$ cat src/rtl/lbist_ctrl.sv
// rtl/lbist_ctrl.sv - LBIST execution engine: PRPG scan load, capture sequencing, MISR compaction
module lbist_ctrl #(
  parameter int          NUM_CHAIN = 8,
  parameter logic [31:0] PRPG_SEED = 32'hACE1_2468,
  parameter logic [31:0] MISR_SEED = 32'h0000_0000
) (
  input  logic                 mclk,
  input  logic                 reset,
  input  logic                 cfg_lbist_rst,
  input  logic                 cfg_lbist_start,
  input  logic                 cfg_lbist_rsb,
  input  logic [15:0]          cfg_lbist_pat,
  input  logic [15:0]          cfg_chain_depth,
  output logic                 scan_mode,
  output logic                 scan_en,
  output logic [NUM_CHAIN-1:0] scan_si,
  input  logic [NUM_CHAIN-1:0] scan_so,
  output logic                 lbist_done,
  output logic [31:0]          lbist_sig
);

  typedef enum logic [1:0] {
    IDLE    = 2'd0,
    SHIFT   = 2'd1,
    CAPTURE = 2'd2,
    DONE    = 2'd3
  } state_t;

  state_t      state, state_n;
  logic        start_d;
  logic [31:0] prpg, misr;
  logic [31:0] prpg_n, misr_n, so_ext;
  logic [15:0] pat_q, depth_q, pat_cnt, shift_cnt;
  logic        first_q;
  logic        start_edge, last_shift, load;

  assign start_edge = cfg_lbist_start & ~start_d;
  // depth_q is never zero while in SHIFT, so the subtraction cannot wrap there
  assign last_shift = (shift_cnt == depth_q - 16'd1);
  assign so_ext     = 32'(scan_so);
  assign prpg_n     = {prpg[30:0], prpg[31] ^ prpg[21] ^ prpg[1] ^ prpg[0]};
  assign misr_n     = {misr[30:0], misr[31] ^ misr[21] ^ misr[1] ^ misr[0]} ^ so_ext;
  assign scan_si    = prpg[NUM_CHAIN-1:0];
  assign lbist_sig  = misr;

  // Next-state and scan control outputs
  always_comb begin
    state_n    = state;
    load       = 1'b0;
    scan_mode  = 1'b0;
    scan_en    = 1'b0;
    lbist_done = 1'b0;
    case (state)
      IDLE: begin
        if (start_edge) begin
          load    = 1'b1;
          state_n = (cfg_lbist_pat == 16'd0 || cfg_chain_depth == 16'd0) ? DONE : SHIFT;
        end
      end
      SHIFT: begin
        scan_mode = 1'b1;
        scan_en   = 1'b1;
        if (last_shift) begin
          state_n = (pat_cnt == pat_q) ? DONE : CAPTURE;
        end
      end
      CAPTURE: begin
        scan_mode = 1'b1;
        state_n   = SHIFT;
      end
      DONE: begin
        lbist_done = 1'b1;
        if (start_edge) begin
          load    = 1'b1;
          state_n = (cfg_lbist_pat == 16'd0 || cfg_chain_depth == 16'd0) ? DONE : SHIFT;
        end
      end
      default: state_n = IDLE;
    endcase
  end

  // State register and datapath; soft reset behaves exactly like the hard reset
  always_ff @(posedge mclk) begin
    if (reset || cfg_lbist_rst) begin
      state     <= IDLE;
      start_d   <= 1'b0;
      prpg      <= PRPG_SEED;
      misr      <= MISR_SEED;
      pat_q     <= 16'd0;
      depth_q   <= 16'd0;
      pat_cnt   <= 16'd0;
      shift_cnt <= 16'd0;
      first_q   <= 1'b0;
    end else begin
      state   <= state_n;
      start_d <= cfg_lbist_start;
      if (load) begin
        pat_q     <= cfg_lbist_pat;
        depth_q   <= cfg_chain_depth;
        prpg      <= PRPG_SEED;
        misr      <= MISR_SEED;
        pat_cnt   <= 16'd0;
        shift_cnt <= 16'd0;
        first_q   <= 1'b1;
      end else if (state == SHIFT) begin
        prpg <= prpg_n;
        // The first load shifts out pre-test flop state; rsb keeps it out of the signature
        if (!(first_q && cfg_lbist_rsb)) begin
          misr <= misr_n;
        end
        shift_cnt <= last_shift ? 16'd0 : shift_cnt + 16'd1;
      end else if (state == CAPTURE) begin
        pat_cnt <= pat_cnt + 16'd1;
        first_q <= 1'b0;
      end
    end
  end

endmodule

$ cat config.mk
export PLATFORM = sky130hd
export DESIGN_NAME = lbist_ctrl
export DESIGN_NICKNAME = d
export VERILOG_FILES = /design/src/rtl/lbist_ctrl.sv
export SDC_FILE = /design/constraint.sdc
export NUM_CORES = 1
export LEC_CHECK = 0
export CAP_MARGIN = 20
export CORE_MARGIN = 2
export CORE_UTILIZATION = 55
export CTS_CLUSTER_DIAMETER = 40
export DETAILED_ROUTE_END_ITERATION = 8
export DONT_BUFFER_PORTS = 1
export PLACE_DENSITY = 0.67
export REMOVE_ABC_BUFFERS = 1
export SLEW_MARGIN = 30
export SYNTH_ARGS = -nofsm -noshare
export SYNTH_HDL_FRONTEND = slang
export SYNTH_SLANG_ARGS = --single-unit
$ cat constraint.sdc
create_clock -name mclk -period 3.34 [get_ports mclk]
set_clock_uncertainty 0.1 [all_clocks]
set_input_delay 0.668 -clock mclk [delete_from_list [all_inputs] [get_ports mclk]]
set_output_delay 0.668 -clock mclk [all_outputs]
set_load 0.03 [all_outputs]
==> impl_metrics.toml <==
[layout]
post-route-util_pct = 60.4
nNetsFinal = 724
finalNonFillerCells = 825
post_route_cells_drive_above_1_share_pct = 7.88
layout.filler_cells = 948
syn_to_final_growth_pct = 7.98
antenna_cells_inserted = 0

[placed_design]
finalWeightedCongestion = 0.879
place_hpwl_mm = 8.67
buffer_ports.inserted = 0
post-place-cells = 793

[routing]
antenna_violating_nets_post_route = 0
drt-wirelength-per-cell_um = 15.1
dr.pass1.iters = 4
via_count = 4469
vias_per_cell = 5.42
initialDrtViolationCount = 185
final_wirelength_mm = 12.5
detail_route.drc_violations = 0

[sta]
fin_hold_ws_ns = 0.177
timing.final.crit_share_pct = 87.2
final-max-slew-violation-count = 0
worst_slew_pin_slew_ns = 0.762
fmax_ghz = 0.343
max-slew-margin-rel_pct = 48.8
grt_setup_unrepaired = "no"
min_period_ns = 2.91
finalSetupViolations = 0
hold_viol_final = 0

[cts]
tritoncts = "built"
clkLatencyLatePin_ns = 0.52
count_of_cells_resized_by_post_cts_repair = 0
numClockSinks = 132
post_cts_setup_bufs = 0
clockBufferDepth = 2
cts_root_buffer = "clkbuf_8"
holdBufCountCts = 0
worst_setup_hold_path_clk_slew_ns = 0.06
tritoncts.num_buffers = 17
cts-htree-levels = 4

[global_route]
grt_overflow_total = 0
first_pass_grt_wire_length_mm = 20.5
maximum_number_of_pins_on_one_net_before_global_route_repair = 52
groute.usage.overall_pct = 22.3
via_count_of_the_first_global_routing_pass = 4278
initial_antenna_violation_count = 0

[yosys]
synth_edf_count = 0
netlist_area_um2 = 6010
synth_top_cells_by_area = "dfxtp_1 44%, nand2_1 9.4%, xnor2_1 6.0%"
asyncSetResetFlopFracSynth_pct = 0
postSynthRegisterBits = 132
mean_syn_cell_area_um2 = 8.44
syn_inst = 712
synth.most_common_cell = "nand2_1"
ys.flop_type = "dfxtp_1"
post_synth_most_frequent_cells = "151 x nand2_1, 132 x dfxtp_1, 68 x a21oi_1, 68 x nor2_1, 41 x xnor2_1"
synth_cell_types = 47
synth.yosys.warnings = 0
ys_seq_area_share_pct = 44.0
yosysTopAreaCell = "dfxtp_1"
netlist.area_leader.share_pct = 44.0

[pwr]
power_density_nw_per_um2 = 585
total_leakage_power_nw = 2.23
worst_ir_drop_vdd_mv = 0.383

[floorplan]
num_io_pins = 88
chipHeight_um = 109
start_util_pct = 55.9
die-width_um = 109
coreArea_um2 = 10700
floorplan.die_area_um2 = 11800
rows = 38

[min_path]
worst_hold_path.endpoint = "pat_q[2]"
hold_class = "input port to register"
min-delay-start = "cfg_lbist_pat[2]"
min_delay_path_depth = 2

[outcome]
run_status = "finished clean"

[setup_path]
critical_path.max_fanout = 13
cp_data_required_time_ns = 3.65
timing.rr.end = "shift_cnt[9]"
master_of_the_slowest_instance_on_the_critical_path = "nor4_2"
timing.reg2reg.worst_path_depth = 8
cp-start-kind = "register"
setup.worst_path.end_class = "register"
worst-endpoint-arrival_ns = 3.22
cpPeakStageDelay_ns = 0.68
rrSetupSlack_ns = 0.43
rr_startpoint = "depth_q[2]"
critPathKind = "register to register"
path_cells = "nor4_2 > nand2_1 > or4_1 > a211oi_2 > nand4_2 > o21ai_2 > buf_4 > nor2_1"

[run]
maxCapViolations = 0
==> metrics by stage <==
stage	instance area [um2]	total power [mW]	setup slack (ns)	setup TNS [ns]
2_1_floorplan	5620	1.87	-0.895	-27.05
3_5_place_dp	5870	1.94	0.302	0
5_1_grt	6490	3.93	0.216	0
4_1_cts	6480	3.83	0.291	0
6_report	6490	3.79	0.428	0
3_3_place_gp	5870	1.94	0.370	0
==> worst max-delay path by stage <==
stage                from            end  slack, ns  cells after the start
5_1_grt        depth_q[2]  shift_cnt[10]       0.22                      8
6_report       depth_q[2]   shift_cnt[9]       0.43                      8
3_3_place_gp   depth_q[0]   shift_cnt[7]       0.37                     10
3_5_place_dp   depth_q[0]  shift_cnt[12]       0.30                     10
4_1_cts        depth_q[0]   shift_cnt[9]       0.29                     10
2_1_floorplan    state[0]   lbist_sig[1]      -0.90                      5
==> cell type report <==
| class | instances | area [um2] | area share (%) |
|---|---|---|---|
| sequential | 132 | 2640 | 40.7 |
| tap | 140 | 175 | 2.70 |
| clock buffer | 21 | 459 | 7.08 |
| timing repair buffer | 9 | 67.6 | 1.04 |
| inverter | 6 | 22.5 | 0.347 |
| clock inverter | 11 | 149 | 2.30 |
| multi-input combinational | 506 | 2970 | 45.8 |
==> routing by layer <==
metal	global-route usage, %	routed length [um]	vias up
met3	7.23	883	11
met2	35.6	5800	113
met5	0	0	-
met4	7.78	110	0
met1	28.3	5670	2052
li1	-	-	2293
==> placed cells by master, fill, tap and decap left out, types with 3 or more instances in the layout <==
cell type / Yosys / routed
and3_1: 7 / 7
o21ai_0: 7 / 7
nor3_1: 3 / 3
or3_1: 3 / 3
dfxtp_1: 132 / 132
xnor2_1: 41 / 41
bufinv_16: 0 / 3
mux2i_1: 35 / 35
inv_1: 6 / 6
buf_4: 33 / 9
a21oi_1: 68 / 67
or4_1: 3 / 3
xor2_1: 36 / 36
nand4_1: 12 / 12
nand2b_1: 3 / 3
clkbuf_8: 0 / 4
nor2_1: 68 / 67
nand3_1: 12 / 12
clkbuf_16: 0 / 16
nand2_1: 151 / 150
ha_1: 7 / 6
nor4_1: 12 / 12
clkinvlp_4: 0 / 3
a211oi_1: 9 / 9
==> worst max-delay path: cells and delay by family (launching register included) <==
family / cells / cell delay, ns
buffers and inverters: 1 / 0.19
DFF: 1 / 0.40
AOI/OAI and AO/OA: 2 / 0.46
and+or+nand+nor: 5 / 1.66
==> flip-flops by register name (all words and copies together) (netlist names) <==
| signal | cells |
|---|---|
| prpg | 32 |
| start_d | 1 |
| lbist_sig | 32 |
| pat_cnt | 16 |
| state | 2 |
| depth_q | 16 |
| shift_cnt | 16 |
| first_q | 1 |
| pat_q | 16 |
==> where the power goes <==
group	internal, mW	switching (mW)
registers	1.60	0.0308
logic	0.105	0.174
clock network	1.20	0.686
==> kinds of logic (layout without fill, tap and decap cells) <==
family	after synthesis	after routing	synth area share (%)
AO/OA/AOI/OAI	99	99	9.48
XOR/XNOR	77	77	11.2
adder cells (fa/ha/maj)	7	7	1.46
buffers and inverters	74	47	6.83
flip-flops	132	132	44.0
multiplexers	35	35	5.83
AND/OR/NAND/NOR	288	288	21.2
(Power assumes the default switching activity.)
==> edit: new RTL, same flow settings <==
Add an input register stage for `cfg_chain_depth`, without a reset; this delays it by one clock. The other inputs are not delayed to match.
--- a/src/rtl/lbist_ctrl.sv
+++ b/src/rtl/lbist_ctrl.sv
@@ -26,4 +26,10 @@
     DONE    = 2'd3
   } state_t;
+
+  logic [15:0] cfg_chain_depth_q;
+
+  always_ff @(posedge mclk) begin
+    cfg_chain_depth_q <= cfg_chain_depth;
+  end
 
   state_t      state, state_n;
@@ -55,5 +61,5 @@
         if (start_edge) begin
           load    = 1'b1;
-          state_n = (cfg_lbist_pat == 16'd0 || cfg_chain_depth == 16'd0) ? DONE : SHIFT;
+          state_n = (cfg_lbist_pat == 16'd0 || cfg_chain_depth_q == 16'd0) ? DONE : SHIFT;
         end
       end
@@ -73,5 +79,5 @@
         if (start_edge) begin
           load    = 1'b1;
-          state_n = (cfg_lbist_pat == 16'd0 || cfg_chain_depth == 16'd0) ? DONE : SHIFT;
+          state_n = (cfg_lbist_pat == 16'd0 || cfg_chain_depth_q == 16'd0) ? DONE : SHIFT;
         end
       end
@@ -97,5 +103,5 @@
       if (load) begin
         pat_q     <= cfg_lbist_pat;
-        depth_q   <= cfg_chain_depth;
+        depth_q   <= cfg_chain_depth_q;
         prpg      <= PRPG_SEED;
         misr      <= MISR_SEED;
Behaviour: not the same (Yosys sat finds a counterexample within 4 cycles, from zero or initial values).
==> edit against the unedited design <==
Worst setup slack lost 69 ps. Critical endpoint is now shift_cnt[15]$_SDFFE_PP0P_. Highest routed layer unchanged. Synthesized area grew 7.6%. Cell area grew 6.6%. Largest cell class unchanged. Sequential cell count up 16. Power rose by 5.0%. Routed wire length grew 2.7%. Critical path type unchanged. First-iteration DRC count is 69% higher.
==> edit: results (changes against the unedited design) <==
worst_setup_path:
  crit_arrival_ps: 3170  # -50 ps
  slowest_stage: "or4b_4"
  startpoint: "depth_q[0]$_SDFFE_PP0P_"
  cpPeakStageDelay_ps: 540  # -140 ps
  path_max_fanout: 13  # unchanged
hold_path:
  worstHoldStart: "cfg_chain_depth[1]"
  hp-class: "in -> reg"
power_and_ir_drop:
  p_leak_nw: 2.32  # +4.2%
  irDropWorstVdd_mv: 0.529  # +38%
  intPower_mw: 3.02  # +4.2%
clocking:
  clk_latency_ps: 420  # -100 ps
  cts-root-buf: "clkbuf_16"
  clk_pin_slew_worst_paths_ps: 60  # about the same
  cts_resized: 0  # unchanged
  clk_path_buf_depth: 2  # unchanged
  post-cts-setup-buffers: 0  # unchanged
  numCtsBuffers: 17  # unchanged
  cts_max_level: 4  # unchanged
run_status:
  status: "complete, no violations"
cells_and_area:
  nets: 743  # +2.6%
  fill_cells: 1005  # +6.0%
  diodes: 0  # unchanged
  area_growth_pct: 6.99
  drive_gt1_share_pct: 9.80  # +1.9 points
global_route:
  antenna_found_initial: 0  # unchanged
  global_route.usage.met1_pct: 27.2  # -1.1 points
  grt_pass1_wl_um: 21600  # +5.7%
  met3_usage_pct: 8.21  # +0.97 points
  grt_use_total_pct: 21.5  # -0.81 points
  use_met2_pct: 33.4  # -2.2 points
  grt_max_degree: 71  # +37%
  grt_pass1_vias: 4544  # +6.2%
place:
  gp_congestion: 0.850  # -3.3%
  place_area_um2: 6330  # +7.8%
  dp_hpwl_um: 8890  # +2.6%
  post-place-ws_ps: 364  # +62.1 ps
  portBuffers: 0  # unchanged
synth:
  async_flop_share_pct: 0  # unchanged
  synth_warnings: 0  # unchanged
  seq_area_frac_synth_pct: 45.8  # +1.9 points
  synth_flop_cell: "dfxtp_1"
  synth_cell_types: 55  # +17%
  synthTopCellsByCount: "nand2_1, dfxtp_1, a21oi_1"
  synth_area_leaders: "dfxtp_1, nand2_1, xnor2_1, a21oi_1, mux2i_1"
sta:
  finalMaxSlewViolations: 0  # unchanged
  worst_slew_pin_slew_ps: 729  # -33.2 ps
  period_share_pct: 89.2  # +2.1 points
detailed_routing:
  via_count: 4644  # +3.9%
  wl_per_cell_um: 15.1  # about the same
  drtIter0Drc: 313  # +69%
  dr.pass1.iters: 4  # unchanged
-- edit: logic make-up after synthesis --
group,after synthesis,synth area share [%]
compound gates,97,9.60
xor+xnor,76,10.3
mux,32,4.96
simple gates,297,21.6
flops,148,45.8
fa+ha+maj,7,1.35
buf+inv,73,6.39
-- edit: final timing paths --
| check | to | depth (start not counted) |
|---|---|---|
| worst min register to register | depth_q[9]$_SDFFE_PP0P_ | 2 |
| worst min-delay path | cfg_chain_depth_q[1]$_DFF_P_ | 0 |
| worst max-delay path | shift_cnt[15]$_SDFFE_PP0P_ | 9 |
| worst max register to register | shift_cnt[15]$_SDFFE_PP0P_ | 9 |
-- edit: power by group through the flow --
stage	clock (mW)	combinational [mW]	sequential [mW]
after floorplan	0	0.239	1.87
after global placement	0	0.296	1.87
after detailed placement	0	0.303	1.87
after CTS	1.88	0.305	1.84
after global routing	1.96	0.336	1.84
final	1.85	0.302	1.84
-- edit: layout make-up --
cell class | instances | share of cell area, %
Inverter | 8 | 0.434
Multi-Input combinational cell | 509 | 44.8
Timing Repair Buffer | 7 | 0.941
Clock buffer | 23 | 7.06
Tap cell | 143 | 2.59
Clock inverter | 9 | 1.36
Sequential cell | 148 | 42.8
-- edit: critical path: cells and delay by family, from the launching register on --
family,cells,cell delay (ps)
AO/OA/AOI/OAI,3,960
adder cells (fa/ha/maj),1,280
buffers and inverters,1,90
flip-flops,1,390
AND/OR/NAND/NOR,4,1030
-- edit: per-stage QoR --
step	instances	hold WS, ps	power (mW)
after floorplan	665	332	2.11
after global placement	815	349	2.17
after detailed placement	815	357	2.18
after CTS	847	148	4.02
after global routing	847	149	4.13
final	847	171	3.99
-- edit: per-layer routing --
metal  up-vias  part of all wire, %
met4         0                  1.6
met1      2184                   46
met2       112                   45
li1       2335                    -
met3        13                  7.5
met5         -                    0
